**config.mk**
```make
export PLATFORM = sky130hd
export DESIGN_NAME = serial_subtractor
export DESIGN_NICKNAME = d
export VERILOG_FILES = /design/src/rtl/serial_sub_pkg.sv /design/src/rtl/full_subtractor.sv /design/src/rtl/serial_subtractor.sv
export SDC_FILE = /design/constraint.sdc
export NUM_CORES = 1
export LEC_CHECK = 0
export BUFFER_PORTS_ARGS = -buffer_cell sky130_fd_sc_hd__buf_2
export CAP_MARGIN = 20
export CORE_MARGIN = 2
export CORE_UTILIZATION = 30
export DETAILED_ROUTE_END_ITERATION = 10
export GPL_ROUTABILITY_DRIVEN = 0
export PLACE_DENSITY = 0.55
export SYNTH_ARGS = -nofsm -noshare
export SYNTH_HDL_FRONTEND = slang
export SYNTH_SLANG_ARGS = --single-unit
```
**constraint.sdc**
```tcl
create_clock -name clk -period 2.9 [get_ports clk]
set_input_delay 0 -clock clk [delete_from_list [all_inputs] [get_ports clk]]
set_output_delay 0 -clock clk [all_outputs]
set_load 0.03 [all_outputs]
```
**src/rtl/serial_sub_pkg.sv**
```systemverilog
// Shared definitions for the bit-serial subtractor: FSM encodings and a
// constant clog2 used to size the bit counter.
package serial_sub_pkg;

    typedef enum logic [1:0] {
        ST_IDLE = 2'd0,
        ST_RUN  = 2'd1,
        ST_DONE = 2'd2
    } state_e;

    function automatic int clog2(input int v);
        int r;
        r = 0;
        for (int i = 0; i < 32; i++) begin
            if ((1 << i) < v) r = i + 1;
        end
        return r;
    endfunction

endpackage

```
**src/rtl/full_subtractor.sv**
```systemverilog
// One-bit full subtractor cell: d = a - b - bin, with borrow out.
module full_subtractor (
    input  logic a,
    input  logic b,
    input  logic bin,
    output logic d,
    output logic bout
);

    assign d    = a ^ b ^ bin;
    assign bout = (~a & b) | (~(a ^ b) & bin);

endmodule

```
**src/rtl/serial_subtractor.sv**
```systemverilog
// Bit-serial WIDTH-bit subtractor (a - b - bin), LSB first, one bit per clock,
// with a start/busy/done handshake and registered results.
module serial_subtractor
    import serial_sub_pkg::*;
#(
    parameter int WIDTH = 8
) (
    input  logic             clk,
    input  logic             rst_n,
    input  logic             start,
    input  logic [WIDTH-1:0] a,
    input  logic [WIDTH-1:0] b,
    input  logic             bin,
    output logic             busy,
    output logic             done,
    output logic [WIDTH-1:0] d,
    output logic             bout,
    output logic             ovf
);

    localparam int             CW   = clog2(WIDTH);
    localparam logic [CW-1:0]  LAST = CW'(WIDTH - 1);

    state_e           state_q;
    logic [WIDTH-1:0] sa_q, sb_q;
    logic [WIDTH-1:1] sr_q;
    logic [CW-1:0]    cnt_q;
    logic             borrow_q;
    logic             a_msb_q, b_msb_q;
    logic             busy_q, done_q, bout_q, ovf_q;
    logic [WIDTH-1:0] d_q;

    logic             dbit, nb;
    logic [WIDTH-1:0] sr_d;
    logic             ovf_d;

    full_subtractor u_cell (
        .a    (sa_q[0]),
        .b    (sb_q[0]),
        .bin  (borrow_q),
        .d    (dbit),
        .bout (nb)
    );

    // sr_q keeps only the upper bits: the newest bit enters at the top and the
    // final result is the last partial shift plus the current cell output.
    assign sr_d  = {dbit, sr_q};
    assign ovf_d = (a_msb_q != b_msb_q) && (dbit != a_msb_q);

    always_ff @(posedge clk or negedge rst_n) begin
        if (!rst_n) begin
            state_q  <= ST_IDLE;
            sa_q     <= '0;
            sb_q     <= '0;
            sr_q     <= '0;
            cnt_q    <= '0;
            borrow_q <= 1'b0;
            a_msb_q  <= 1'b0;
            b_msb_q  <= 1'b0;
            busy_q   <= 1'b0;
            done_q   <= 1'b0;
            d_q      <= '0;
            bout_q   <= 1'b0;
            ovf_q    <= 1'b0;
        end else begin
            case (state_q)
                ST_IDLE: begin
                    if (start) begin
                        sa_q     <= a;
                        sb_q     <= b;
                        borrow_q <= bin;
                        cnt_q    <= '0;
                        a_msb_q  <= a[WIDTH-1];
                        b_msb_q  <= b[WIDTH-1];
                        busy_q   <= 1'b1;
                        state_q  <= ST_RUN;
                    end
                end
                ST_RUN: begin
                    borrow_q <= nb;
                    sr_q     <= sr_d[WIDTH-1:1];
                    sa_q     <= sa_q >> 1;
                    sb_q     <= sb_q >> 1;
                    cnt_q    <= cnt_q + CW'(1);
                    if (cnt_q == LAST) begin
                        d_q     <= sr_d;
                        bout_q  <= nb;
                        ovf_q   <= ovf_d;
                        done_q  <= 1'b1;
                        state_q <= ST_DONE;
                    end
                end
                ST_DONE: begin
                    done_q  <= 1'b0;
                    busy_q  <= 1'b0;
                    state_q <= ST_IDLE;
                end
                default: begin
                    done_q  <= 1'b0;
                    busy_q  <= 1'b0;
                    state_q <= ST_IDLE;
                end
            endcase
        end
    end

    assign busy = busy_q;
    assign done = done_q;
    assign d    = d_q;
    assign bout = bout_q;
    assign ovf  = ovf_q;

endmodule

```
==> flow_metrics.py, run 1 <==
metrics = {
    "sta": {
        "setup_viol_count_final": 0,
        "worst_hold_slack_ns": 0.166,
        "post-route-min-period_ns": 2.08,
        "fin_worst_skew_ns": 0.0131,
        "worst_slew_pin_slew_ns": 0.964,
        "final-hold-violation-count": 0,
        "rsz_0062_raised_after_global_routing": "false",
        "period_share": 0.717,
        "timing.max_slew.rel_slack": 0.356,
        "maxClockFrequency_ghz": 0.481,
        "maxSlewViolCount": 0,
        "tns_ns": 0,
    },
    "clock_tree": {
        "clock_sink_count": 72,
        "total_cts_buffers": 9,
        "worst_setup_hold_path_clk_slew_ns": 0.08,
        "post_cts.resized_instances": 0,
        "clock-root-buffer": "sky130_fd_sc_hd__clkbuf_8",
        "max-clock-path-buffers": 2,
        "worst_skew_pair.late_latency_ns": 0.35,
        "tritoncts": "built",
        "htree_num_levels": 3,
    },
    "status": {
        "outcome": "finished, final reports clean",
    },
    "pwr": {
        "sw_frac_of_total": 0.215,
        "combPwrFrac": 0.040,
        "share_seq_of_total_power": 0.519,
        "vdd_ir_drop_max_uv": 212,
        "power-per-cell-area_nw_per_um2": 493,
        "switching_power_mw": 0.428,
        "cellLeakagePower_nw": 2.05,
        "cell_internal_pwr_mw": 1.56,
        "clockPowerShare": 0.441,
    },
    "routing": {
        "wirelength_routed_microns": 7130,
        "wl_per_cell_microns": 13.7,
        "ant_nets": 0,
        "routed-via-count": 2591,
        "drt_first_iter_violations": 74,
        "number_of_detailed_routing_iterations_run_before_antenna_repair": 4,
        "drc": 0,
        "drt-vias-per-instance": 4.99,
    },
    "worst_hold_path": {
        "timing.hold.worst.class": "in -> async",
    },
    "floorplan": {
        "die-width_microns": 109,
        "core_region_area_sq_um": 10800,
        "floorplan.rows": 38,
        "floorplan.initialDensity": 0.307,
        "io_pins": 32,
        "area_of_the_die_sq_um": 11900,
        "die_height_microns": 109,
    },
    "place": {
        "port_buffers": 31,
        "dpl.cell_count": 486,
        "post-dp-hpwl_microns": 4650,
    },
    "final_layout": {
        "seqCellArea_sq_um": 1800,
        "multiInputGateArea_sq_um": 1440,
        "antenna_cells": 0,
        "final_layout_size_suffix_gt1_frac": 0.172,
        "final_cell_count_no_fill": 519,
        "areaGrowthSynthToFinish_pct": 21.8,
        "final_cell_mix": "sky130_fd_sc_hd__nand2_1 (94), sky130_fd_sc_hd__dfrtp_1 (72), sky130_fd_sc_hd__buf_2 (31)",
        "fillerInstances": 1056,
        "leading_cell_type_in_the_layout_fill_and_taps_excluded": "sky130_fd_sc_hd__nand2_1",
        "num-nets-final": 397,
    },
    "grt": {
        "grt_start_max_net_pins": 29,
        "initial_antenna_violation_count": 0,
        "grt_overflow": 0,
        "grt_pass1_wl_microns": 12300,
        "vias_in_the_first_global_route": 2521,
        "grt_use_total": 0.132,
    },
    "critical_path": {
        "worstPathArrival_ns": 2.31,
        "crit_path_max_fanout": 19,
        "worstSetupEndpointType": "flop",
        "setup.worst_path.class": "reg -> reg",
        "critPathRequiredTime_ns": 3.13,
        "critPathLaunchType": "flop",
        "timing.reg2reg.worst_path_depth": 4,
    },
    "logic_synthesis": {
        "synthesized_cell_area_sq_um": 3310,
        "synth_flop_cell": "sky130_fd_sc_hd__dfrtp_1",
        "mappedNetlistNets": 344,
        "cell_count_after_synthesis": 322,
        "yosys_warnings": 0,
        "async_flop_share": 1.00,
        "netlist-cell-type-count": 40,
        "post_synth.cell_area_avg_sq_um": 10.3,
        "synth_enable_flop_cells": 0,
        "yosysSeqAreaShare": 0.544,
        "ys_seq_elements": 72,
    },
    "flow_run": {
        "max-cap-violations": 0,
    },
}
-- cell families after synthesis --
group           count (synthesis)  synth area share
fa+ha+maj                       2           0.00981
flops                          72             0.544
mux                            34             0.106
buf+inv                        18            0.0249
compound gates                 36            0.0736
simple gates                  160             0.242
-- sequential cells by signal, summed over array words and instances, names as in the netlist --
signal    count
state_q       2
borrow_q      1
sa_q          8
a_msb_q       1
bout          1
b_msb_q       1
sb_q          8
busy          1
done          1
d             8
cnt_q        32
sr_q          7
ovf           1
-- what timing repair did --
action                    CTS  global route
buffers inserted            0             0
hold endpoints to repair   41             0
hold buffers               18             0
-- through the flow --
| step | instance area, sq um | worst slack, ns | total power, mW | utilization |
|---|---|---|---|---|
| after CTS | 4040 | 0.804 | 2.02 | 0.374 |
| after floorplan | 3310 | 1.16 | 1.07 | - |
| final | 4040 | 0.820 | 1.99 | 0.374 |
| after detailed placement | 3640 | 0.803 | 1.12 | 0.337 |
| after global placement | 3640 | 0.863 | 1.12 | 0.337 |
| after global routing | 4040 | 0.584 | 2.08 | 0.374 |
-- per-layer routing --
| metal | track usage | routed length, microns |
|---|---|---|
| met2 | 0.208 | 3380 |
| met1 | 0.172 | 3350 |
| met5 | 0 | 0 |
| met3 | 0.0383 | 257 |
| met4 | 0.0513 | 138 |
-- final timing paths --
path	start	to	slack, ns
worst max register to register	state_q[1]	cnt_q[22]	0.82
worst min-delay path	rst_n	cnt_q[14]	0.17
worst max-delay path	state_q[1]	cnt_q[22]	0.82
max in group asynchronous	rst_n	d[1]	1.99
worst min register to register	busy	busy	0.48
min in group clk	start	a_msb_q	0.27
-- layout make-up --
cell class,count,share of cell area
tap,140,0.0434
timing repair buffer,56,0.0961
clock inverter,5,0.0201
sequential,72,0.446
multi-input combinational,232,0.356
clock buffer,10,0.0341
inverter,4,0.00372
-- cells in the mapped netlist, types with 2 or more instances --
master,number,share of area
sky130_fd_sc_hd__nor4_1,6,0.011
sky130_fd_sc_hd__nor2_1,7,0.0079
sky130_fd_sc_hd__mux2_1,7,0.024
sky130_fd_sc_hd__nor3_1,3,0.0045
sky130_fd_sc_hd__a31oi_1,2,0.0038
sky130_fd_sc_hd__and3_1,6,0.011
sky130_fd_sc_hd__nand2_1,94,0.11
sky130_fd_sc_hd__nor2b_1,2,0.0038
sky130_fd_sc_hd__nand2b_1,2,0.0038
sky130_fd_sc_hd__dfrtp_1,72,0.54
sky130_fd_sc_hd__mux2_2,2,0.0068
sky130_fd_sc_hd__nand3_1,5,0.0075
sky130_fd_sc_hd__a221o_1,2,0.0060
sky130_fd_sc_hd__a22oi_1,13,0.029
sky130_fd_sc_hd__nand4_1,21,0.040
sky130_fd_sc_hd__a21o_1,2,0.0045
sky130_fd_sc_hd__inv_1,4,0.0045
sky130_fd_sc_hd__o21ai_0,9,0.014
sky130_fd_sc_hd__nor3_2,3,0.0091
sky130_fd_sc_hd__clkbuf_1,8,0.0091
sky130_fd_sc_hd__mux2i_1,25,0.076
sky130_fd_sc_hd__a22o_1,2,0.0053
sky130_fd_sc_hd__buf_2,3,0.0045
sky130_fd_sc_hd__o21ai_1,4,0.0060
sky130_fd_sc_hd__and4_1,3,0.0079
-- critical path, cell delays in order, from the launching register on --
cell and delay [ns]:
sky130_fd_sc_hd__dfrtp_1 0.43, sky130_fd_sc_hd__nand2b_1 0.54, sky130_fd_sc_hd__nor4b_4 0.65, sky130_fd_sc_hd__nand4_1 0.19
sky130_fd_sc_hd__mux2i_1 0.15
-- power groups by stage --
stage | combinational, mW | clock, mW | sequential (mW)
3_3_place_gp | 0.0642 | 0 | 1.05
6_report | 0.0805 | 0.877 | 1.03
3_5_place_dp | 0.0638 | 0 | 1.05
5_1_grt | 0.0911 | 0.956 | 1.03
4_1_cts | 0.0824 | 0.902 | 1.03
2_1_floorplan | 0.0202 | 0 | 1.05
(Power assumes the default switching activity.)
==> run 2, diff against run 1 <==
==> constraint.sdc (replaced) <==
create_clock -name clk -period 2 [get_ports clk]
set_input_delay 0 -clock clk [delete_from_list [all_inputs] [get_ports clk]]
set_output_delay 0 -clock clk [all_outputs]
set_load 0.03 [all_outputs]
==> run 2 against run 1 <==
  * Clock power increased by 46%
  * Power increased by 45%
  * Setup slack got worse by 0.73 ns
  * Utilization increased by 0.66 points
  * Fmax increased by 9.0%
  * Final cell count increased by 1.5%
  * Wire length decreased by 2.3%
  * Non-clock buffer count increased by 7
  * Clock skew decreased by 0.0050 ns
  * Critical path depth increased by 1
  * First-iteration DRC count increased by 77%
  * Die area unchanged
  * Critical endpoint is now d[6]
  * Largest cell class unchanged
  * Largest power group unchanged
==> flow_metrics.py, run 2 (synthesized netlist as in run 1, its figures left out) <==
metrics = {
    "floorplan": {
        "floorplan.rows": 38,
        "die-width_microns": 109,
        "die_height_microns": 109,
        "io_pins": 32,
        "core_region_area_sq_um": 10800,
        "area_of_the_die_sq_um": 11900,
        "floorplan.initialDensity": 0.307,
    },
    "routing": {
        "wirelength_routed_microns": 6960,
        "drt-vias-per-instance": 4.91,
        "ant_nets": 0,
        "routed-via-count": 2590,
        "drt_first_iter_violations": 131,
        "wl_per_cell_microns": 13.2,
        "number_of_detailed_routing_iterations_run_before_antenna_repair": 4,
        "drc": 0,
    },
    "clock_tree": {
        "clock-root-buffer": "sky130_fd_sc_hd__clkbuf_8",
        "htree_num_levels": 3,
        "worst_skew_pair.late_latency_ns": 0.35,
        "max-clock-path-buffers": 2,
        "tritoncts": "built",
        "worst_setup_hold_path_clk_slew_ns": 0.08,
        "total_cts_buffers": 9,
        "cts_setup_buffers": 0,
        "clock_sink_count": 72,
    },
    "sta": {
        "timing.max_slew.rel_slack": 0.361,
        "tns_ns": 0,
        "maxSlewViolCount": 0,
        "fin_worst_skew_ns": 0.00812,
        "worst_slew_pin_slew_ns": 0.955,
        "rsz_0062_raised_after_global_routing": "false",
        "smallest_setup_slack_after_layout_ns": 0.0913,
        "post-route-min-period_ns": 1.91,
        "period_share": 0.954,
        "maxClockFrequency_ghz": 0.524,
        "setup_viol_count_final": 0,
        "final-hold-violation-count": 0,
    },
    "place": {
        "port_buffers": 31,
        "dpl-instance-area_sq_um": 3700,
        "place_worst_setup_slack_ns": 0.0552,
        "post-dp-hpwl_microns": 4510,
    },
    "final_layout": {
        "fillerInstances": 1070,
        "multiInputGateArea_sq_um": 1440,
        "antenna_cells": 0,
        "num-nets-final": 404,
        "postLayoutCoreUtil": 0.381,
        "areaGrowthSynthToFinish_pct": 23.9,
        "seqCellArea_sq_um": 1800,
        "largest_register_ffs": 32,
        "post_route_cell_area_sq_um": 4110,
        "final_layout_size_suffix_gt1_frac": 0.191,
        "leading_cell_type_in_the_layout_fill_and_taps_excluded": "sky130_fd_sc_hd__nand2_1",
        "reg_with_most_ffs": "cnt_q",
        "final_cell_mix": "sky130_fd_sc_hd__nand2_1 (94), sky130_fd_sc_hd__dfrtp_1 (72), sky130_fd_sc_hd__buf_2 (31)",
    },
    "critical_path": {
        "critPathLaunchType": "flop",
        "timing.critical_path.from": "cnt_q[24]",
        "timing.critical_path.max_delay_family": "simple AND/OR/NAND/NOR gates",
        "crit_path_cell_trace": "nor4_1, nand4_1, nor3_2, buf_6, mux2_1",
        "crit_path_max_incr_delay_ns": 0.45,
        "timing.reg2reg.worst_path_depth": 5,
        "worstSetupEndpointType": "flop",
        "critical_path.n_buffers_inverters": 1,
        "critPathRequiredTime_ns": 2.23,
        "worstPathArrival_ns": 2.13,
        "cell_at_the_slowest_stage_of_the_critical_path": "sky130_fd_sc_hd__dfrtp_1",
        "launch_instance_of_the_worst_register_to_register_path": "cnt_q[24]",
        "crit_path_max_fanout": 12,
        "cp_depth": 5,
        "setup.worst_path.class": "reg -> reg",
    },
    "grt": {
        "grt_use_total": 0.130,
        "grt_overflow": 0,
        "initial_antenna_violation_count": 0,
        "grt_start_max_net_pins": 73,
        "vias_in_the_first_global_route": 2536,
        "grt_pass1_wl_microns": 12100,
    },
    "pwr": {
        "vdd_ir_drop_max_uv": 305,
        "power-per-cell-area_nw_per_um2": 703,
        "cellLeakagePower_nw": 2.09,
    },
    "worst_hold_path": {
        "hp-start": "start",
        "holdPathStages": 4,
        "timing.hold.worst.class": "in -> reg",
    },
    "status": {
        "outcome": "finished, final reports clean",
    },
    "flow_run": {
        "max-cap-violations": 0,
    },
}
==> run 2: final cells by class <==
type	count	share of cell area
Clock buffer	9	0.0302
Clock inverter	7	0.0231
Inverter	4	0.00366
Multi-Input combinational cell	232	0.351
Sequential cell	72	0.439
Tap cell	140	0.0426
Timing Repair Buffer	63	0.111
==> run 2: power by group <==
part / internal, mW / switching, mW
Clock: 0.704 / 0.572
Sequential: 1.48 / 0.0160
Combinational: 0.0569 / 0.0594
==> run 2: worst paths after layout <==
| check | to | slack (ns) |
|---|---|---|
| min in group asynchronous | d[0] | 0.22 |
| max | d[6] | 0.09 |
| min | state_q[0] | 0.13 |
| max reg2reg | d[6] | 0.09 |
| min reg2reg | busy | 0.48 |
| max in group asynchronous | cnt_q[0] | 1.48 |
==> run 2: what timing repair did <==
action,in CTS,in global routing
endpoints found under the setup margin,0,9
hold endpoints to repair,91,0
hold buffers,18,0
resized for setup,0,2
==> run 2: metal layers <==
metal  track usage  vias up  wire length [microns]
li1              -     1270                      -
met3        0.0406       10                    305
met5             0        -                      0
met2         0.205       44                   3240
met1         0.168     1266                   3330
met4        0.0458        0                     90
==> run 2: metrics by stage <==
stage / hold slack [ns] / std cells / total power [mW]
after floorplan: -0.296 / 322 / 1.55
after global routing: 0.135 / 527 / 3.01
final: 0.133 / 527 / 2.89
after detailed placement: 0.0671 / 493 / 1.62
after CTS: 0.130 / 527 / 2.93
after global placement: 0.0647 / 493 / 1.62
==> run 2: tightest hold or removal path: cells and delay by family <==
kind,cells,cell delay [ns]
AND/OR/NAND/NOR,2,0.13
buffers and inverters,2,0.31
